===== src/rtl/pipe_control_unit.sv =====
// rtl/pipe_control_unit.sv - MIPS 5-stage control: decode, ID/EX/MEM/WB control pipe, hazards, forwarding
module pipe_control_unit #(
  parameter int OP_W   = 6,
  parameter int REG_W  = 5,
  parameter bit FWD_EN = 1'b1
) (
  input  logic             clk,
  input  logic             rst,
  input  logic             hold_i,
  input  logic             valid_id,
  input  logic [OP_W-1:0]  op_id,
  input  logic [REG_W-1:0] rs_id,
  input  logic [REG_W-1:0] rt_id,
  input  logic [REG_W-1:0] rd_id,
  input  logic             br_cond_ex,
  output logic             ext_op_id,
  output logic             jump_id,
  output logic             pc_write,
  output logic             ifid_write,
  output logic             ifid_flush,
  output logic             reg_dst_ex,
  output logic             alu_src_ex,
  output logic [REG_W-1:0] rs_ex,
  output logic [REG_W-1:0] rt_ex,
  output logic             branch_taken_ex,
  output logic [1:0]       fwd_a,
  output logic [1:0]       fwd_b,
  output logic             mem_write_mem,
  output logic             mem_read_mem,
  output logic             reg_write_wb,
  output logic             mem_to_reg_wb,
  output logic [REG_W-1:0] wreg_wb
);
  localparam logic [OP_W-1:0] OP_RTYPE = OP_W'(0);
  localparam logic [OP_W-1:0] OP_J     = OP_W'(2);
  localparam logic [OP_W-1:0] OP_BEQ   = OP_W'(4);
  localparam logic [OP_W-1:0] OP_BNE   = OP_W'(5);
  localparam logic [OP_W-1:0] OP_ADDI  = OP_W'(8);
  localparam logic [OP_W-1:0] OP_ANDI  = OP_W'(12);
  localparam logic [OP_W-1:0] OP_ORI   = OP_W'(13);
  localparam logic [OP_W-1:0] OP_XORI  = OP_W'(14);
  localparam logic [OP_W-1:0] OP_LW    = OP_W'(35);
  localparam logic [OP_W-1:0] OP_SW    = OP_W'(43);

  typedef struct packed {
    logic             valid;
    logic             reg_dst;
    logic             alu_src;
    logic             mem_read;
    logic             mem_write;
    logic             mem_to_reg;
    logic             reg_write;
    logic             beq;
    logic             bne;
    logic [REG_W-1:0] rs;
    logic [REG_W-1:0] rt;
    logic [REG_W-1:0] wreg;
  } idex_t;

  typedef struct packed {
    logic             valid;
    logic             mem_read;
    logic             mem_write;
    logic             mem_to_reg;
    logic             reg_write;
    logic [REG_W-1:0] wreg;
  } exmem_t;

  typedef struct packed {
    logic             valid;
    logic             reg_write;
    logic             mem_to_reg;
    logic [REG_W-1:0] wreg;
  } memwb_t;

  idex_t  idex_q, idex_d, dec;
  exmem_t exmem_q, exmem_d;
  memwb_t memwb_q, memwb_d;

  logic r_type, is_lw, is_sw, is_beq, is_bne, is_j, is_addi, is_logi, known, uses_rt;
  logic ex_hit, mem_hit, load_use, raw_stall, taken_raw, stall;
  logic mem_fw, wb_fw;

  always_comb begin
    r_type  = (op_id == OP_RTYPE);
    is_lw   = (op_id == OP_LW);
    is_sw   = (op_id == OP_SW);
    is_beq  = (op_id == OP_BEQ);
    is_bne  = (op_id == OP_BNE);
    is_j    = (op_id == OP_J);
    is_addi = (op_id == OP_ADDI);
    is_logi = (op_id == OP_ANDI) | (op_id == OP_ORI) | (op_id == OP_XORI);
    known   = r_type | is_lw | is_sw | is_beq | is_bne | is_j | is_addi | is_logi;
    uses_rt = r_type | is_sw | is_beq | is_bne;
    ext_op_id = known & ~is_logi;
    dec = '0;
    if (valid_id) begin
      dec.valid      = 1'b1;
      dec.reg_dst    = r_type;
      dec.alu_src    = known & ~(r_type | is_beq | is_bne);
      dec.mem_read   = is_lw;
      dec.mem_write  = is_sw;
      dec.mem_to_reg = is_lw;
      dec.beq        = is_beq;
      dec.bne        = is_bne;
      dec.rs         = rs_id;
      dec.rt         = rt_id;
      dec.wreg       = r_type ? rd_id : rt_id;
      dec.reg_write  = (r_type | is_lw | is_addi | is_logi) & (dec.wreg != '0);
    end
  end

  // Writes to r0 never create a dependency.
  always_comb begin
    ex_hit    = (idex_q.wreg != '0) &
                ((idex_q.wreg == rs_id) | (uses_rt & (idex_q.wreg == rt_id)));
    mem_hit   = (exmem_q.wreg != '0) &
                ((exmem_q.wreg == rs_id) | (uses_rt & (exmem_q.wreg == rt_id)));
    load_use  = valid_id & idex_q.valid & idex_q.mem_read & ex_hit;
    raw_stall = 1'b0;
    if (!FWD_EN) begin
      raw_stall = valid_id & ((idex_q.valid & idex_q.reg_write & ex_hit) |
                              (exmem_q.valid & exmem_q.reg_write & mem_hit));
    end
    taken_raw = idex_q.valid & ((idex_q.beq & br_cond_ex) | (idex_q.bne & ~br_cond_ex));
  end

  always_comb begin
    branch_taken_ex = 1'b0;
    stall           = 1'b0;
    jump_id         = 1'b0;
    pc_write        = 1'b1;
    ifid_write      = 1'b1;
    ifid_flush      = 1'b0;
    if (rst) begin
      pc_write = 1'b1;
    end else if (hold_i) begin
      pc_write   = 1'b0;
      ifid_write = 1'b0;
    end else begin
      branch_taken_ex = taken_raw;
      stall           = ~taken_raw & (load_use | raw_stall);
      jump_id         = ~taken_raw & ~stall & valid_id & is_j;
      pc_write        = ~stall;
      ifid_write      = ~stall;
      ifid_flush      = taken_raw | jump_id;
    end
  end

  always_comb begin
    idex_d  = idex_q;
    exmem_d = exmem_q;
    memwb_d = memwb_q;
    if (!hold_i) begin
      idex_d             = (branch_taken_ex | stall) ? '0 : dec;
      exmem_d.valid      = idex_q.valid;
      exmem_d.mem_read   = idex_q.mem_read;
      exmem_d.mem_write  = idex_q.mem_write;
      exmem_d.mem_to_reg = idex_q.mem_to_reg;
      exmem_d.reg_write  = idex_q.reg_write;
      exmem_d.wreg       = idex_q.wreg;
      memwb_d.valid      = exmem_q.valid;
      memwb_d.reg_write  = exmem_q.reg_write;
      memwb_d.mem_to_reg = exmem_q.mem_to_reg;
      memwb_d.wreg       = exmem_q.wreg;
    end
  end

  always_ff @(posedge clk) begin
    if (rst) begin
      idex_q  <= '0;
      exmem_q <= '0;
      memwb_q <= '0;
    end else begin
      idex_q  <= idex_d;
      exmem_q <= exmem_d;
      memwb_q <= memwb_d;
    end
  end

  // MEM result is newer than WB, so it wins when both match.
  always_comb begin
    mem_fw = exmem_q.valid & exmem_q.reg_write & (exmem_q.wreg != '0);
    wb_fw  = memwb_q.valid & memwb_q.reg_write & (memwb_q.wreg != '0);
    fwd_a  = 2'b00;
    fwd_b  = 2'b00;
    if (FWD_EN) begin
      if (mem_fw & (exmem_q.wreg == idex_q.rs))     fwd_a = 2'b10;
      else if (wb_fw & (memwb_q.wreg == idex_q.rs)) fwd_a = 2'b01;
      if (mem_fw & (exmem_q.wreg == idex_q.rt))     fwd_b = 2'b10;
      else if (wb_fw & (memwb_q.wreg == idex_q.rt)) fwd_b = 2'b01;
    end
  end

  assign reg_dst_ex    = idex_q.reg_dst;
  assign alu_src_ex    = idex_q.alu_src;
  assign rs_ex         = idex_q.rs;
  assign rt_ex         = idex_q.rt;
  assign mem_write_mem = exmem_q.mem_write;
  assign mem_read_mem  = exmem_q.mem_read;
  assign reg_write_wb  = memwb_q.reg_write;
  assign mem_to_reg_wb = memwb_q.mem_to_reg;
  assign wreg_wb       = memwb_q.wreg;
endmodule

===== config.mk =====
export PLATFORM = sky130hd
export DESIGN_NAME = pipe_control_unit
export DESIGN_NICKNAME = d
export VERILOG_FILES = /design/src/rtl/pipe_control_unit.sv
export SDC_FILE = /design/constraint.sdc
export NUM_CORES = 1
export LEC_CHECK = 0
export BUFFER_PORTS_ARGS = -buffer_cell sky130_fd_sc_hd__clkbuf_2
export CORE_AREA = 2 2 75 77
export CTS_CLUSTER_SIZE = 25
export DETAILED_ROUTE_END_ITERATION = 7
export DIE_AREA = 0 0 77 79
export PLACE_DENSITY = 0.63
export RECOVER_POWER = 25
export SETUP_SLACK_MARGIN = 0.05
export SYNTH_ARGS = -nofsm -noshare
export SYNTH_HDL_FRONTEND = slang
export SYNTH_SLANG_ARGS = --single-unit

===== constraint.sdc =====
create_clock -name clk -period 2.4 [get_ports clk]
set_input_delay 0.24 -clock clk [delete_from_list [all_inputs] [get_ports clk]]
set_output_delay 0.24 -clock clk [all_outputs]
set_load 0.02 [all_outputs]

# Word-level counts from Yosys, hierarchy flattened

Cells that the tools add are included.

Register bits: 42
Bits in latches: 0
Output and inout bits: 31
RAM bits: 0
Memories kept: 0
ROM bits: 0
Logic and storage cells: 107

Multiplexer cells: 17
$mul: 0
$add $sub $neg: 0
Bitwise logic cells: 48
Div/mod/pow operators: 0
Reductions and logical operators: 5
Shift-type cells: 0
$lt $le $gt $ge: 0
Equality and inequality tests: 15

Operators with widths:

| operator                                            | count |
|---|---|
| two-way mux 24 bit                                  | 2 |
| equality test 5 bit                                 | 6 |
| equality test 6 x 4 -> 1 bit, second input constant | 4 |
| AND 1 bit                                           | 23 |
| OR 1 bit                                            | 20 |
| nonzero test 5 bit                                  | 4 |
| equality test 6 x 3 -> 1 bit, second input constant | 2 |
| equality test 6 bit, second input constant          | 2 |
| two-way mux 1 bit                                   | 12 |
| equality test 6 x 2 -> 1 bit, second input constant | 1 |
| zero test 6 bit                                     | 1 |
| two-way mux 5 bit                                   | 1 |
| inverter 1 bit                                      | 5 |
| two-way mux 2 bit                                   | 2 |

# Depth between registers and ports, before layout

Gate-level depths: netlist of run 1.

Word-level depth: 16
Gate-level depth with buffers: 7
Depth with buffers taken out: 5

# Least setup slack after synthesis of run 1

OpenSTA, ideal clock, no wires.

Path type: register to output
From: register exmem_q[1] (netlist bit)
To: output fwd_a[0]
Required time: 2.160 ns
Cell stages (with the launch flop): 5
Path slack: 0.207 ns
Arrival: 1.953 ns
Cell sequence: dfxtp_1 -> or4_1 -> o211ai_1 -> nor4_1 -> nor4_1

Longest elaborated chain between the ends: 4
Elaborated cells between the ends (all ways): 5

Ends and longest elaborated chain:

| item                   | line | RTL |
|---|---|---|
| from (decl)            | 77   | `exmem_t exmem_q, exmem_d;` |
| from (signal assigned) | 176  | `exmem_q <= exmem_d;` |
| nonzero test 5 bit     | 183  | `mem_fw = exmem_q.valid & exmem_q.reg_write & (exmem_q.wreg != '0);` |
| AND 1 bit              | 183  |  |
| AND 1 bit *            | 188  | `if (mem_fw & (exmem_q.wreg == idex_q.rs)) fwd_a = 2'b10;` |
| two-way mux 2 bit *    | 188  |  |
| to (decl)              | 26   | `output logic [1:0] fwd_a,` |

Every way passes the cells marked *; elsewhere a longest branch is shown, timed or not.

# Worst setup path in the final report of run 1

From: register idex_q[2] (netlist bit)
To: output jump_id

Longest elaborated chain between the ends: 12
Elaborated cells between the ends (all ways): 14

Ends and longest elaborated chain:

| item                      | line | RTL |
|---|---|---|
| from (decl)               | 76   | `idex_t idex_q, idex_d, dec;` |
| from (signal assigned)    | 175  | `idex_q <= idex_d;` |
| equality test 5 bit       | 116  | `((idex_q.wreg == rs_id) \| (uses_rt & (idex_q.wreg == rt_id)));` |
| AND 1 bit                 | 116  |  |
| OR 1 bit                  | 116  |  |
| AND 1 bit *               | 115  | `ex_hit = (idex_q.wreg != '0) &` |
| AND 1 bit *               | 119  | `load_use = valid_id & idex_q.valid & idex_q.mem_read & ex_hit;` |
| AND 1 bit *               | 142  | `stall = ~taken_raw & (load_use \| raw_stall);` |
| inverter 1 bit *          | 143  | `jump_id = ~taken_raw & ~stall & valid_id & is_j;` |
| AND 1 bit * (3 in series) | 143  |  |
| two-way mux 1 bit *       | 137  | `end else if (hold_i) begin` |
| two-way mux 1 bit *       | 135  | `if (rst) begin` |
| to (decl)                 | 17   | `output logic jump_id,` |

Marked as above.

==> results of run 1 <==
[state kept, by name (all words and copies together), names as in the netlist]
name and flops:
exmem_q 7, reg_dst_ex 1, memwb_q 1, alu_src_ex 1, rs_ex 5, rt_ex 5, mem_read_mem 1, idex_q 11
mem_write_mem 1, mem_to_reg_wb 1, wreg_wb 5, reg_write_wb 1
[layer usage]
metal | track usage | part of all wire | vias to the layer above
li1 | - | - | 923
met1 | 0.238 | 0.47 | 848
met2 | 0.283 | 0.46 | 62
met3 | 0.0432 | 0.055 | 4
met4 | 0.0643 | 0.0084 | 0
met5 | 0 | 0 | -
[worst max path at each step]
stage	start	to	slack (ns)
after floorplan	exmem_q[1]	fwd_a[0]	0.21
after global placement	idex_q[1]	jump_id	0.28
after detailed placement	idex_q[1]	jump_id	0.24
after CTS	idex_q[2]	jump_id	-0.009
after global routing	idex_q[2]	jump_id	-0.12
final	idex_q[2]	jump_id	-0.03
[through the flow]
| stage | utilization | cells | TNS, ns | hold WS, ns |
|---|---|---|---|---|
| 2_1_floorplan | - | 232 | 0 | 0.373 |
| 3_3_place_gp | 0.451 | 336 | 0 | 0.447 |
| 6_report | 0.495 | 350 | -0.0292 | 0.185 |
| 5_1_grt | 0.495 | 350 | -0.229 | 0.175 |
| 3_5_place_dp | 0.451 | 336 | 0 | 0.463 |
| 4_1_cts | 0.493 | 350 | -0.00897 | 0.180 |
[power by group]
group          total [mW]  switching, mW  leakage (nW)  internal (mW)
Sequential          0.700         0.0226         0.329          0.677
Clock               0.565          0.252        0.0583          0.313
Combinational       0.189          0.104         0.811         0.0849
[cells in the mapped netlist (all sizes together), types with 7 or more instances]
cell    instances  area [sq um]
dfxtp          40           801
a21oi           9          45.0
or4             9          71.3
mux2i          17           170
nor3            9          50.1
nor2           20          75.1
buf            22           153
xor2           15           131
xnor2          15           131
a22o           17           149
clkbuf          7          26.3
[final cells by class]
type,count,share of cell area
clock buffer,5,0.0260
clock inverter,3,0.0180
inverter,3,0.00426
multi-input combinational,160,0.467
sequential,40,0.309
tap,72,0.0341
timing repair buffer,67,0.142
[worst register-to-register path, cell delays in order, from the launching register on]
cell and delay [ns]:
dfxtp_1 0.55, xnor2_1 0.16, nand4_1 0.13, nor4_2 0.47
nor4b_4 0.10, buf_4 0.15, buf_4 0.12, buf_4 0.19
a32o_1 0.26
[cells by family after synthesis]
group / after synthesis
buf+inv: 32
flops: 40
simple gates: 66
compound gates: 42
mux: 22
xor+xnor: 30
[what timing repair did]
| action | CTS | global route |
|---|---|---|
| pin swaps | 6 | 6 |
| buffers inserted | 6 | 0 |
| resized for setup | 15 | 10 |
| setup endpoints to repair | 2 | 8 |
==> flow_metrics.env, run 1 <==
export IMPL_clock_sinks=40
export IMPL_setup_viol_count_final=2
export IMPL_outcome="complete, but fails checks"
export IMPL_cp_data_required_time_ns=2.16
export IMPL_grt_pass1_wl_microns=8600
export IMPL_crit_arrival_ns=2.19
export IMPL_min_path_type="primary input to flop"
export IMPL_r2r_end="idex_q[16]"
export IMPL_syn2layout_area_growth_pct=21.5
export IMPL_layout_common_cells="51 x clkbuf_2, 31 x dfxtp_1, 20 x nor2_1"
export IMPL_setup_repair_after_global_routing_missed_its_margin="yes"
export IMPL_max_fo_critical_path=3
export IMPL_detailedRoute_firstPassIterationCount=4
export IMPL_dp_hpwl_microns=3800
export IMPL_detail_route_antenna_nets=0
export IMPL_gp_routability_congestion=0.784
export IMPL_totalWireLength_microns=5330
export IMPL_synth_ff_type="dfxtp_1"
export IMPL_diodes=0
export IMPL_asyncSetResetFlopFracSynth=0
export IMPL_dp_slack_ns=0.238
export IMPL_synth_distinct_cells=38
export IMPL_max_slew_margin=0.504
export IMPL_first_global_vias=1699
export IMPL_leakagePower_nw=1.20
export IMPL_power_density_mw_per_mm2=550
export IMPL_gr_total_overflow=0
export IMPL_synthesis_nets=258
export IMPL_mappedNetlistArea_sq_mm=0.00218
export IMPL_io_pins=57
export IMPL_regToRegSetupSlack_ns=0.16
export IMPL_ir_drop_uv=269
export IMPL_yosys_register_bits=40
export IMPL_yosysWarnings=0
export IMPL_max_cap_violations=0
export IMPL_cts_htree_levels=2
export IMPL_cp_num_cells=6
export IMPL_worstSetupEndpointType="output pin"
export IMPL_register_area_sq_um=817
export IMPL_synth_area_mux_share=0.104
export IMPL_hold_viol=0
export IMPL_rows=27
export IMPL_cts_tree="yes"
export IMPL_fmax_mhz=412
export IMPL_setup_worst_path_start_class="flop"
export IMPL_timing_critical_path_buf_inv=1
export IMPL_fillCellCount=544
export IMPL_placeableCoreArea_sq_mm=0.00534
export IMPL_timing_clock_skew_ns=0.00940
export IMPL_tightest_slew_ns=0.744
export IMPL_synth_xor_area_frac=0.121
export IMPL_io_buffers=56
export IMPL_dr_iter_0_viols=76
export IMPL_ctsLongestPathBuffers=2
export IMPL_grtUsageTotal=0.179
export IMPL_worstRegToRegCells=8
export IMPL_floorplan_initialDensity=0.408
export IMPL_final_min_clock_period_ns=2.43
export IMPL_cts_root_buf="clkbuf_8"
export IMPL_avgRoutedWirePerCell_microns=15.2
export IMPL_hold_path_depth=2
export IMPL_via_count=1837
export IMPL_clk_latency_ns=0.30
export IMPL_post_dp_area_sq_mm=0.00240
export IMPL_synthSimpleGateAreaFrac=0.171
export IMPL_worst_path_largest_cell_delay_ns=0.55
export IMPL_yosysSeqAreaShare=0.368
export IMPL_worst_setup_path_type="flop to output pin"
export IMPL_combinational_family_with_the_most_area_after_synthesis="simple AND/OR/NAND/NOR gates"
export IMPL_cts_made_buffers=5
export IMPL_clk_transition_reported_paths_ns=0.09
export IMPL_path_delay_family="simple AND/OR/NAND/NOR gates"
export IMPL_final_common_cell="clkbuf_2"
export IMPL_total_power_mw=1.45
export IMPL_die_footprint_sq_mm=0.00608
export IMPL_grt_antenna_before_repair=0
export IMPL_multi_input_area_sq_mm=0.00123
export IMPL_final_design_area_no_fill_sq_mm=0.00264
export IMPL_post_synth_inst_count=232
export IMPL_hold_end="rs_ex[0]"
export IMPL_viasPerCell=5.25
export IMPL_finish_net_count=303
export IMPL_post_route_period_util=1.01
export IMPL_worstPathCellList="or4_4 > o21ai_4 > nor4_2 > nor4b_4 > and3_4 > clkbuf_8"
export IMPL_holdCritStartpoint="rs_id[0]"
export IMPL_synth_enable_flop_cells=0
export IMPL_die_w_microns=77
export IMPL_violations="negative setup slack"
export IMPL_critical_path_slowest_cell="or4_4"
export IMPL_synth_avg_cell_area_sq_um=9.38
export IMPL_detail_route_drc_violations=0
export IMPL_grt_max_degree=23
export IMPL_synth_area_in_compound_gates=0.149
export IMPL_hold_buffers=0
export IMPL_critical_path_reg2reg_startpoint="idex_q[0]"
export IMPL_fin_ws_ns=-0.0270
export IMPL_yosys_area_share_adder=0
export IMPL_final_layout_size_suffix_gt1_frac=0.349
export IMPL_finalMaxSlewViolations=0
export IMPL_die_height_microns=79
No activity file was read; power rests on OpenSTA's default activity.
==> inputs of run 2 (changes only) <==
- CORE_AREA: 2 2 75 77 -> 2 2 68 70
- DIE_AREA: 0 0 77 79 -> 0 0 70 72
- PLACE_DENSITY: 0.63 -> 0.75
- clock period: 2.4 -> 2.6 ns (I/O delays scaled with it)
==> flow_metrics.env, run 2 (synthesis results as in run 1) <==
export IMPL_outcome="finished, final reports clean"
export IMPL_ctsLongestPathBuffers=2
export IMPL_grtUsageTotal=0.201
export IMPL_final_min_clock_period_ns=2.45
export IMPL_fmax_mhz=408
export IMPL_fin_ws_ns=0.148
export IMPL_cts_root_buf="clkbuf_8"
export IMPL_rows=24
export IMPL_setup_worst_path_start_class="flop"
export IMPL_detailedRoute_firstPassIterationCount=4
export IMPL_dp_slack_ns=0.297
export IMPL_max_fo_critical_path=5
export IMPL_clk_latency_ns=0.29
export IMPL_ir_drop_uv=337
export IMPL_register_area_sq_um=803
export IMPL_min_path_type="primary input to flop"
export IMPL_gr_total_overflow=0
export IMPL_dr_iter_0_viols=58
export IMPL_first_global_vias=1635
export IMPL_biggestRegsByFlops="idex_q x11, exmem_q x7"
export IMPL_power_density_mw_per_mm2=486
export IMPL_placeableCoreArea_sq_mm=0.00426
export IMPL_number_of_flip_flops_in_the_largest_register=11
export IMPL_via_count=1868
export IMPL_switchingPower_uw=322
export IMPL_cp_data_required_time_ns=2.34
export IMPL_grt_antenna_before_repair=0
export IMPL_totalWireLength_microns=4970
export IMPL_setup_viol_count_final=0
export IMPL_layout_common_cells="53 x clkbuf_2, 38 x dfxtp_1, 20 x nor2_1"
export IMPL_die_w_microns=70
export IMPL_clock_sinks=40
export IMPL_tightest_slew_ns=1.24
export IMPL_syn2layout_area_growth_pct=13.9
export IMPL_hold_viol=0
export IMPL_total_power_mw=1.20
export IMPL_diodes=0
export IMPL_worstSetupEndpointType="output pin"
export IMPL_grt_pass1_wl_microns=8060
export IMPL_power_share_clock=0.325
export IMPL_fillCellCount=384
export IMPL_internal_power_uw=882
export IMPL_final_common_cell="clkbuf_2"
export IMPL_cts_tree="yes"
export IMPL_setup_repair_after_global_routing_missed_its_margin="no"
export IMPL_final_layout_size_suffix_gt1_frac=0.295
export IMPL_die_footprint_sq_mm=0.00504
export IMPL_dp_hpwl_microns=3620
export IMPL_die_height_microns=72
export IMPL_holdCritStartpoint="rs_id[0]"
export IMPL_worst_setup_path_type="flop to output pin"
export IMPL_hold_path_depth=2
export IMPL_r2r_end="rs_ex[2]"
export IMPL_io_pins=57
export IMPL_max_cap_violations=0
export IMPL_power_combinational_fraction=0.137
export IMPL_finalMaxSlewViolations=0
export IMPL_power_share_sequential=0.538
export IMPL_post_route_period_util=0.943
export IMPL_hold_buffers=0
export IMPL_regToRegSetupSlack_ns=0.46
export IMPL_clk_transition_reported_paths_ns=0.07
export IMPL_crit_arrival_ns=2.19
export IMPL_cts_made_buffers=5
export IMPL_avgRoutedWirePerCell_microns=15.4
export IMPL_cts_htree_levels=2
export IMPL_max_slew_margin=0.175
export IMPL_multi_input_area_sq_mm=0.00120
export IMPL_io_buffers=56
export IMPL_timing_clock_skew_ns=0.00351
export IMPL_gp_routability_congestion=0.803
export IMPL_floorplan_initialDensity=0.510
export IMPL_viasPerCell=5.78
export IMPL_critical_path_reg2reg_startpoint="idex_q[1]"
export IMPL_power_share_switching=0.268
export IMPL_finish_net_count=297
export IMPL_grt_max_degree=24
export IMPL_hold_end="rs_ex[0]"
export IMPL_worstRegToRegCells=7
export IMPL_tns_ns=0
export IMPL_max_flop_register="idex_q"
export IMPL_detail_route_antenna_nets=0
export IMPL_leakagePower_nw=1.14
export IMPL_detail_route_drc_violations=0
[run 2: how the worst max path moves through the flow]
stage / cells past startpoint / end / startpoint / slack [ns]
after global placement: 6 / jump_id / idex_q[1] / 0.38
after global routing: 6 / jump_id / idex_q[1] / 0.02
after detailed placement: 6 / jump_id / idex_q[1] / 0.30
after floorplan: 4 / fwd_a[0] / exmem_q[1] / 0.39
final: 6 / jump_id / idex_q[1] / 0.15
after CTS: 6 / jump_id / idex_q[1] / 0.07
[run 2: worst max-delay path, cell delays in order, from the launching register on]
cell and delay, ns:
dfxtp_2 0.36, or4_1 0.54, o21ai_2 0.23, nor3_2 0.11, nor4b_4 0.31, and3_1 0.20, buf_2 0.16
[run 2: power groups by stage]
stage	Combinational [mW]	Sequential, mW	Clock, mW
final	0.165	0.648	0.391
after global routing	0.182	0.650	0.424
after CTS	0.163	0.647	0.406
after detailed placement	0.161	0.661	0
after global placement	0.160	0.661	0
after floorplan	0.122	0.655	0
[run 2: final cells by class]
cell class              instances  area share
repair buffers                 61       0.126
multi-input cells             160       0.486
inverters                       3     0.00454
clock buffers                   5      0.0278
well taps                      52      0.0262
clock inverters                 2     0.00505
flip-flops and latches         40       0.324
[run 2: repair_timing]
item / in CTS / in global routing
pin swaps: 1 / 4
buffers inserted: 1 / 1
resized for setup: 0 / 7
endpoints found under the setup margin: 2 / 2
[run 2: layer usage]
| layer | part of all wire | vias to the layer above | GRT usage |
|---|---|---|---|
| met2 | 0.46 | 75 | 0.314 |
| met5 | 0 | - | 0 |
| met3 | 0.069 | 8 | 0.0500 |
| li1 | - | 910 | - |
| met4 | 0.016 | 0 | 0.0641 |
| met1 | 0.45 | 875 | 0.275 |
[run 2: per-stage QoR]
step / area (sq um) / util / std cells / hold slack, ns
after global placement: 2360 / 0.555 / 314 / 0.447
after detailed placement: 2360 / 0.555 / 314 / 0.458
after floorplan: 2180 / - / 232 / 0.393
after CTS: 2450 / 0.575 / 322 / 0.209
final: 2480 / 0.581 / 323 / 0.215
after global routing: 2480 / 0.581 / 323 / 0.215
